## src/rtl/prog_sequencer_pkg.sv

```systemverilog
// ============================================================================
// proc_pkg : shared types and constants for the processor run controller
// Rev 1.0  : initial release
// ============================================================================
`default_nettype none

package proc_pkg;

    typedef enum logic [2:0] {IDLE, LOAD, RUN, STALL, DONE} seq_state_t;

    localparam int PC_W = 16;

    localparam logic [PC_W-1:0] c_PROG0_BASE = 16'h0000;
    localparam logic [PC_W-1:0] c_PROG1_BASE = 16'h0100;
    localparam logic [PC_W-1:0] c_PROG2_BASE = 16'h0200;

    // Select 3 has no program of its own and aliases program 0
    function automatic logic [PC_W-1:0] prog_base(
        input logic [1:0]      sel,
        input logic [PC_W-1:0] b0,
        input logic [PC_W-1:0] b1,
        input logic [PC_W-1:0] b2
    );
        case (sel)
            2'd1:    return b1;
            2'd2:    return b2;
            default: return b0;
        endcase
    endfunction

endpackage

`default_nettype wire

```

## src/rtl/prog_sequencer_if.sv

```systemverilog
// ============================================================================
// prog_sequencer_if : control/status bundle between run control and the IF stage
// Rev 1.0 : initial release
// ============================================================================
`default_nettype none

interface prog_sequencer_if #(
    parameter int CNT_W = 32
);
    import proc_pkg::*;

    logic             Start;
    logic [1:0]       Prog_sel;
    logic             Halt_instr;
    logic             Mem_busy;
    logic             PC_load;
    logic [PC_W-1:0]  Start_addr;
    logic             Fetch_en;
    logic             Busy;
    logic             Done;
    logic             Timeout;
    logic [CNT_W-1:0] Cycle_count;
    logic [CNT_W-1:0] Instr_count;

    modport master (
        output Start, Prog_sel, Halt_instr, Mem_busy,
        input  PC_load, Start_addr, Fetch_en, Busy, Done, Timeout,
               Cycle_count, Instr_count
    );

    modport slave (
        input  Start, Prog_sel, Halt_instr, Mem_busy,
        output PC_load, Start_addr, Fetch_en, Busy, Done, Timeout,
               Cycle_count, Instr_count
    );

endinterface

`default_nettype wire

```

## src/rtl/prog_sequencer_sat_counter.sv

```systemverilog
// ============================================================================
// sat_counter : clearable up-counter that sticks at all-ones instead of wrapping
// Rev 1.0 : initial release
// ============================================================================
`default_nettype none

module sat_counter #(
    parameter int W = 32
) (
    input  logic         CLK,
    input  logic         Init_n,
    input  logic         clear,
    input  logic         inc,
    output logic [W-1:0] count
);

    always_ff @(posedge CLK) begin
        if (!Init_n) begin
            count <= '0;
        end else if (clear) begin
            count <= '0;
        end else if (inc && (count != '1)) begin
            count <= count + W'(1);
        end
    end

endmodule

`default_nettype wire

```

## src/rtl/prog_sequencer.sv

```systemverilog
// ============================================================================
// prog_sequencer : IF-stage run controller (program load, stall gating, halt,
//                  watchdog, cycle/instruction statistics)
// Rev 1.0 : initial release
// ============================================================================
`default_nettype none

module prog_sequencer
    import proc_pkg::*;
#(
    parameter logic [PC_W-1:0] PROG0_BASE = c_PROG0_BASE,
    parameter logic [PC_W-1:0] PROG1_BASE = c_PROG1_BASE,
    parameter logic [PC_W-1:0] PROG2_BASE = c_PROG2_BASE,
    parameter int              CNT_W      = 32,
    parameter logic [31:0]     MAX_CYCLES = 32'd100000
) (
    input  logic              CLK,
    input  logic              Init_n,
    prog_sequencer_if.slave   bus
);

    localparam logic [2:0] c_ST_IDLE  = IDLE;
    localparam logic [2:0] c_ST_LOAD  = LOAD;
    localparam logic [2:0] c_ST_RUN   = RUN;
    localparam logic [2:0] c_ST_STALL = STALL;
    localparam logic [2:0] c_ST_DONE  = DONE;

    // Watchdog fires on the last permitted cycle so the count ends at MAX_CYCLES
    localparam logic [CNT_W-1:0] c_WD_LAST = CNT_W'(MAX_CYCLES - 32'd1);

    logic [2:0]       r_state;
    logic [2:0]       w_next;
    logic             r_timeout;
    logic [PC_W-1:0]  r_start_addr;
    logic [CNT_W-1:0] w_cycle_cnt;
    logic [CNT_W-1:0] w_instr_cnt;
    logic             w_active;
    logic             w_wd_hit;
    logic             w_launch;
    logic             w_retire;

    assign w_active = (r_state == c_ST_RUN) || (r_state == c_ST_STALL);
    assign w_wd_hit = w_active && (w_cycle_cnt == c_WD_LAST);
    assign w_launch = ((r_state == c_ST_IDLE) || (r_state == c_ST_DONE)) && bus.Start;
    // A halt retires too; a stalled instruction retires only when re-presented
    assign w_retire = (r_state == c_ST_RUN) && !w_wd_hit && !bus.Mem_busy;

    always_comb begin
        w_next = r_state;
        case (r_state)
            c_ST_IDLE:  if (bus.Start) w_next = c_ST_LOAD;
            c_ST_LOAD:  w_next = c_ST_RUN;
            c_ST_RUN: begin
                if (w_wd_hit)            w_next = c_ST_DONE;
                else if (bus.Mem_busy)   w_next = c_ST_STALL;
                else if (bus.Halt_instr) w_next = c_ST_DONE;
            end
            c_ST_STALL: begin
                if (w_wd_hit)           w_next = c_ST_DONE;
                else if (!bus.Mem_busy) w_next = c_ST_RUN;
            end
            c_ST_DONE:  if (bus.Start) w_next = c_ST_LOAD;
            default:    w_next = c_ST_IDLE;
        endcase
    end

    always_ff @(posedge CLK) begin
        if (!Init_n) begin
            r_state      <= c_ST_IDLE;
            r_timeout    <= 1'b0;
            r_start_addr <= PROG0_BASE;
        end else begin
            r_state <= w_next;
            if (w_launch) begin
                r_timeout    <= 1'b0;
                r_start_addr <= prog_base(bus.Prog_sel, PROG0_BASE, PROG1_BASE, PROG2_BASE);
            end else if (w_wd_hit) begin
                r_timeout <= 1'b1;
            end
        end
    end

    sat_counter #(.W(CNT_W)) u_cycle_cnt (
        .CLK    (CLK),
        .Init_n (Init_n),
        .clear  (w_launch),
        .inc    (w_active),
        .count  (w_cycle_cnt)
    );

    sat_counter #(.W(CNT_W)) u_instr_cnt (
        .CLK    (CLK),
        .Init_n (Init_n),
        .clear  (w_launch),
        .inc    (w_retire),
        .count  (w_instr_cnt)
    );

    assign bus.PC_load     = (r_state == c_ST_LOAD);
    assign bus.Start_addr  = r_start_addr;
    assign bus.Fetch_en    = w_retire && !bus.Halt_instr;
    assign bus.Busy        = (r_state == c_ST_LOAD) || w_active;
    assign bus.Done        = (r_state == c_ST_DONE);
    assign bus.Timeout     = r_timeout;
    assign bus.Cycle_count = w_cycle_cnt;
    assign bus.Instr_count = w_instr_cnt;

endmodule

`default_nettype wire

```

## src/flat_wrapper.sv

```systemverilog
// flat-port wrapper written by rule: the top's interface ports become plain ports
module prog_sequencer_flat import proc_pkg::*;
#(
    parameter logic [PC_W-1:0] PROG0_BASE = c_PROG0_BASE,
    parameter logic [PC_W-1:0] PROG1_BASE = c_PROG1_BASE,
    parameter logic [PC_W-1:0] PROG2_BASE = c_PROG2_BASE,
    parameter int              CNT_W      = 32,
    parameter logic [31:0]     MAX_CYCLES = 32'd100000
)
  (CLK, Init_n, bus_Start, bus_Prog_sel, bus_Halt_instr, bus_Mem_busy, bus_PC_load, bus_Start_addr, bus_Fetch_en, bus_Busy, bus_Done, bus_Timeout, bus_Cycle_count, bus_Instr_count);
  prog_sequencer_if #(.CNT_W(CNT_W)) bus_i ();
  input  logic CLK;
  input  logic Init_n;
  input wire logic [$bits(bus_i.Start)-1:0] bus_Start;
  input wire logic [$bits(bus_i.Prog_sel)-1:0] bus_Prog_sel;
  input wire logic [$bits(bus_i.Halt_instr)-1:0] bus_Halt_instr;
  input wire logic [$bits(bus_i.Mem_busy)-1:0] bus_Mem_busy;
  output wire logic [$bits(bus_i.PC_load)-1:0] bus_PC_load;
  output wire logic [$bits(bus_i.Start_addr)-1:0] bus_Start_addr;
  output wire logic [$bits(bus_i.Fetch_en)-1:0] bus_Fetch_en;
  output wire logic [$bits(bus_i.Busy)-1:0] bus_Busy;
  output wire logic [$bits(bus_i.Done)-1:0] bus_Done;
  output wire logic [$bits(bus_i.Timeout)-1:0] bus_Timeout;
  output wire logic [$bits(bus_i.Cycle_count)-1:0] bus_Cycle_count;
  output wire logic [$bits(bus_i.Instr_count)-1:0] bus_Instr_count;
  assign bus_i.Start = bus_Start;
  assign bus_i.Prog_sel = bus_Prog_sel;
  assign bus_i.Halt_instr = bus_Halt_instr;
  assign bus_i.Mem_busy = bus_Mem_busy;
  assign bus_PC_load = bus_i.PC_load;
  assign bus_Start_addr = bus_i.Start_addr;
  assign bus_Fetch_en = bus_i.Fetch_en;
  assign bus_Busy = bus_i.Busy;
  assign bus_Done = bus_i.Done;
  assign bus_Timeout = bus_i.Timeout;
  assign bus_Cycle_count = bus_i.Cycle_count;
  assign bus_Instr_count = bus_i.Instr_count;
  prog_sequencer #(.PROG0_BASE(PROG0_BASE), .PROG1_BASE(PROG1_BASE), .PROG2_BASE(PROG2_BASE), .CNT_W(CNT_W), .MAX_CYCLES(MAX_CYCLES)) u_core (.CLK(CLK), .Init_n(Init_n), .bus(bus_i));
endmodule
```

## config.mk

```make
export PLATFORM = sky130hd
export DESIGN_NAME = prog_sequencer_flat
export DESIGN_NICKNAME = d
export VERILOG_FILES = /design/src/rtl/prog_sequencer_pkg.sv /design/src/rtl/prog_sequencer_if.sv /design/src/rtl/prog_sequencer_sat_counter.sv /design/src/rtl/prog_sequencer.sv /design/src/flat_wrapper.sv
export SDC_FILE = /design/constraint.sdc
export NUM_CORES = 1
export LEC_CHECK = 0
export BUFFER_PORTS_ARGS = -buffer_cell sky130_fd_sc_hd__buf_2
export CAP_MARGIN = 5
export CORE_UTILIZATION = 58
export DETAILED_ROUTE_END_ITERATION = 8
export HOLD_SLACK_MARGIN = 0.1
export PLACE_DENSITY = 0.91
export SLEW_MARGIN = 20
export SYNTH_ARGS = -nofsm -noshare
export SYNTH_HDL_FRONTEND = slang
export SYNTH_SLANG_ARGS = --single-unit
```

## constraint.sdc

```tcl
create_clock -name CLK -period 3.8 [get_ports CLK]
set_input_delay 0.38 -clock CLK [delete_from_list [all_inputs] [get_ports CLK]]
set_output_delay 0.38 -clock CLK [all_outputs]
set_load 0.01 [all_outputs]
```

==> run metrics <==
vias in the first global route=3256; RR Endpoint=u_core.u_instr_cnt.count[7]$_SDFFE_PP0P_; hpwl dp=approximately 6.2 mm; achievable frequency=~380 MHz; post-CTS setup buffers=0; row cnt=28; maxcap violations=0; Synth Area in Adders=less than 1%; Layout area overhead=15.4%; share of cells above drive strength 1=21.0%; initial antenna violation count=0; main flop type after synthesis=dfxtp_1; Setup crit end kind=flop; CTS root buf=clkbuf_8; clk sink count=70; worst-skew pair later-pin latency=0.35 ns; count of pins over their slew limit=0; Finish-stage setup viols=0; minimum clock period after layout=2.66 ns; drt first pass iters=5; cell area after synthesis=between 3000 and 4000 µm²; Worst Path Required=4.07 ns; worst-margin pin slew=roughly 0.86 ns; fill count=470; Placer Congestion=0.885; die height=a little over 80 µm; Synth async-reset ratio=0%; largest net degree at the start of global routing=39; Slew HR=between 40 and 50%; Post-CTS Resized=0; Final Hold Fails=0; Ant. Diodes=0; Multi-input gate area=2140 µm²; Die Wd=82.2 µm; initial DRC count=259; pwr dens=358 nW/µm²; Ys Warns=0; Post-DRT Antenna Nets=0; leak pwr=1.69 nW; Reg2Reg Depth=5; CTS hold repair buffers=0; area share of and/or/nand/nor cells after synthesis=35.9%; Num CTS Buffers=9; GR Util All Layers=27.8%; Placed Cells=593; largest family of logic cells by synthesized area=simple AND/OR/NAND/NOR gates; Worst VDD drop=~0.00027 V; RSZ-0062 raised after global routing=false; status=finished clean; Wirelength per Cell=14.7 µm; Sum Neg Setup Slack=0 ns; Reg-to-Reg Start=u_core.r_state[1]$_SDFFE_PN0P_; CP startpoint kind=flop; register area=1400 µm²; first-pass GRT wire length=between 10 and 15 mm; final worst-path cycle share=70.0%; Routed WL=around 8.9 mm; Data arrival, critical path=between 2 and 3 ns; routed vias=3688; H-tree Lvls=3; Avg Cell Area, Syn=~8.1 µm²; fin util=71.0%; crit path kind=flop to flop; Worst Path Max Fanout=27; Initial Util=about three fifths; Worst-path clk slew=0.07 ns; Core Region=6060 µm²; CTS tree=built; Yosys cell types=53; clock tree buffer depth=2; Clock Skews=~0.0090 ns; cells after synthesis=460; Non-Filler Instances=608; end of the critical path=u_core.u_instr_cnt.count[7]$_SDFFE_PP0P_; Nets=around 540; multiplexer share of the synthesized area=0.805%; I/O pin total=92; port buffer count=77; vias per cell=6.07; synthesized flop and latch total=70; Post-Place Setup Slack=around 1.2 ns; reg2reg setup slack=1.14 ns; die area=6760 µm²; number of synthesized flops with an enable pin=0; Critical Path Start=u_core.r_state[1]$_SDFFE_PN0P_; post-synthesis sequential area ratio=37.6%; Pwr Total=1.54 mW; area share of xor/xnor cells in the synthesized design=around 7.5%; DRC Markers=0; HP Class=primary input to flop; setup ws final=1.14 ns; Overflow after GRT=0; Synth Area in Compound Gates=10.9%
-- routing by layer --
layer | vias to the layer above | wire length [µm] | global-route usage [%]
met2 | 156 | 4220 | 44.8
met3 | 25 | 596 | 5.16
met5 | - | 0 | 0
met4 | 0 | 242 | 15.1
met1 | 1743 | 3870 | 35.2
li1 | 1764 | - | -
-- per-stage QoR --
| step | hold slack, ns | area [µm²] |
|---|---|---|
| after floorplan | 0.471 | 3780 |
| after global placement | 0.454 | 4070 |
| after detailed placement | 0.475 | 4070 |
| after CTS | 0.264 | 4310 |
| after global routing | 0.264 | 4310 |
| final | 0.266 | 4310 |
-- worst min-delay path by stage --
stage | slack, ns | end | cells after the start | start
global route | 0.26 | u_core.r_state[1]$_SDFFE_PN0P_ | 2 | bus_Halt_instr
finish | 0.27 | u_core.r_state[1]$_SDFFE_PN0P_ | 2 | bus_Halt_instr
floorplan | 0.47 | u_core.r_state[1]$_SDFFE_PN0P_ | 1 | bus_Halt_instr
CTS | 0.26 | u_core.r_state[1]$_SDFFE_PN0P_ | 2 | bus_Halt_instr
detailed placement | 0.48 | u_core.bus.Timeout$_SDFFE_PP0P_ | 2 | u_core.bus.Timeout$_SDFFE_PP0P_
global placement | 0.45 | u_core.bus.Timeout$_SDFFE_PP0P_ | 2 | u_core.bus.Timeout$_SDFFE_PP0P_
-- kinds of logic (layout without fill, tap and decap cells) --
group / after synthesis / count (layout)
other: 1 / 14
AO/OA/AOI/OAI: 63 / 63
XOR/XNOR: 32 / 32
adder cells (fa/ha/maj): 2 / 2
buffers and inverters: 41 / 101
multiplexers: 3 / 3
AND/OR/NAND/NOR: 248 / 248
flip-flops: 70 / 70
-- layout by cell type (no fill, tap or decap), types with 6 or more instances in the layout --
master / instances
nand2b_1: 6
and3_1: 11
or3_1: 13
and4_1: 7
nor2_1: 49
conb_1: 14
nand2_1: 46
nor4_1: 19
nand4_1: 10
and2_1: 10
xnor2_1: 27
or4_1: 9
nand3_1: 23
buf_2: 77
dfxtp_1: 70
o211ai_1: 7
o21ai_0: 13
nor3_1: 19
clkbuf_8: 9
a21oi_1: 21
-- area by class of cell --
| type | count | area share (%) |
|---|---|---|
| multi-input combinational | 362 | 49.6 |
| sequential | 70 | 32.5 |
| timing repair buffer | 82 | 9.82 |
| clock buffer | 9 | 2.88 |
| clock inverter | 6 | 2.59 |
| tap | 75 | 2.18 |
| inverter | 4 | 0.349 |
-- cell usage after synthesis (11+ instances only) --
cell type / n / area share [%]
dfxtp_1: 70 / 38
or3_1: 13 / 2.2
nor2_1: 49 / 4.9
xnor2_1: 27 / 6.3
clkbuf_1: 11 / 1.1
and3_1: 11 / 1.8
buf_4: 16 / 3.2
a21oi_1: 21 / 2.8
nand2_1: 47 / 4.7
o21ai_0: 13 / 1.7
nand3_1: 23 / 3.1
nor3_1: 19 / 2.5
nor4_1: 19 / 3.2
-- where the power goes --
part           switching, mW  total [mW]  leakage (nW)  internal (mW)
logic                 0.0557      0.0754          1.01         0.0197
registers            0.00482       0.742         0.564          0.737
clock network          0.293       0.725         0.115          0.432
total                  0.353        1.54          1.69           1.19
-- registers in the layout, indices dropped and copies added (netlist names) --
| register | cells |
|---|---|
| u_core.u_cycle_cnt.count | 32 |
| u_core.u_instr_cnt.count | 32 |
| u_core.r_state | 3 |
| u_core.bus.Start_addr | 2 |
| u_core.bus.Timeout | 1 |
-- worst max-delay path, stage by stage, from the launching register on --
cell     delay, ns
dfxtp_1       0.41
nor2b_1       0.49
nand2_2       0.23
or3_1         0.73
or4_1         0.57
a21oi_1       0.15
No activity file was read; power rests on OpenSTA's default activity.
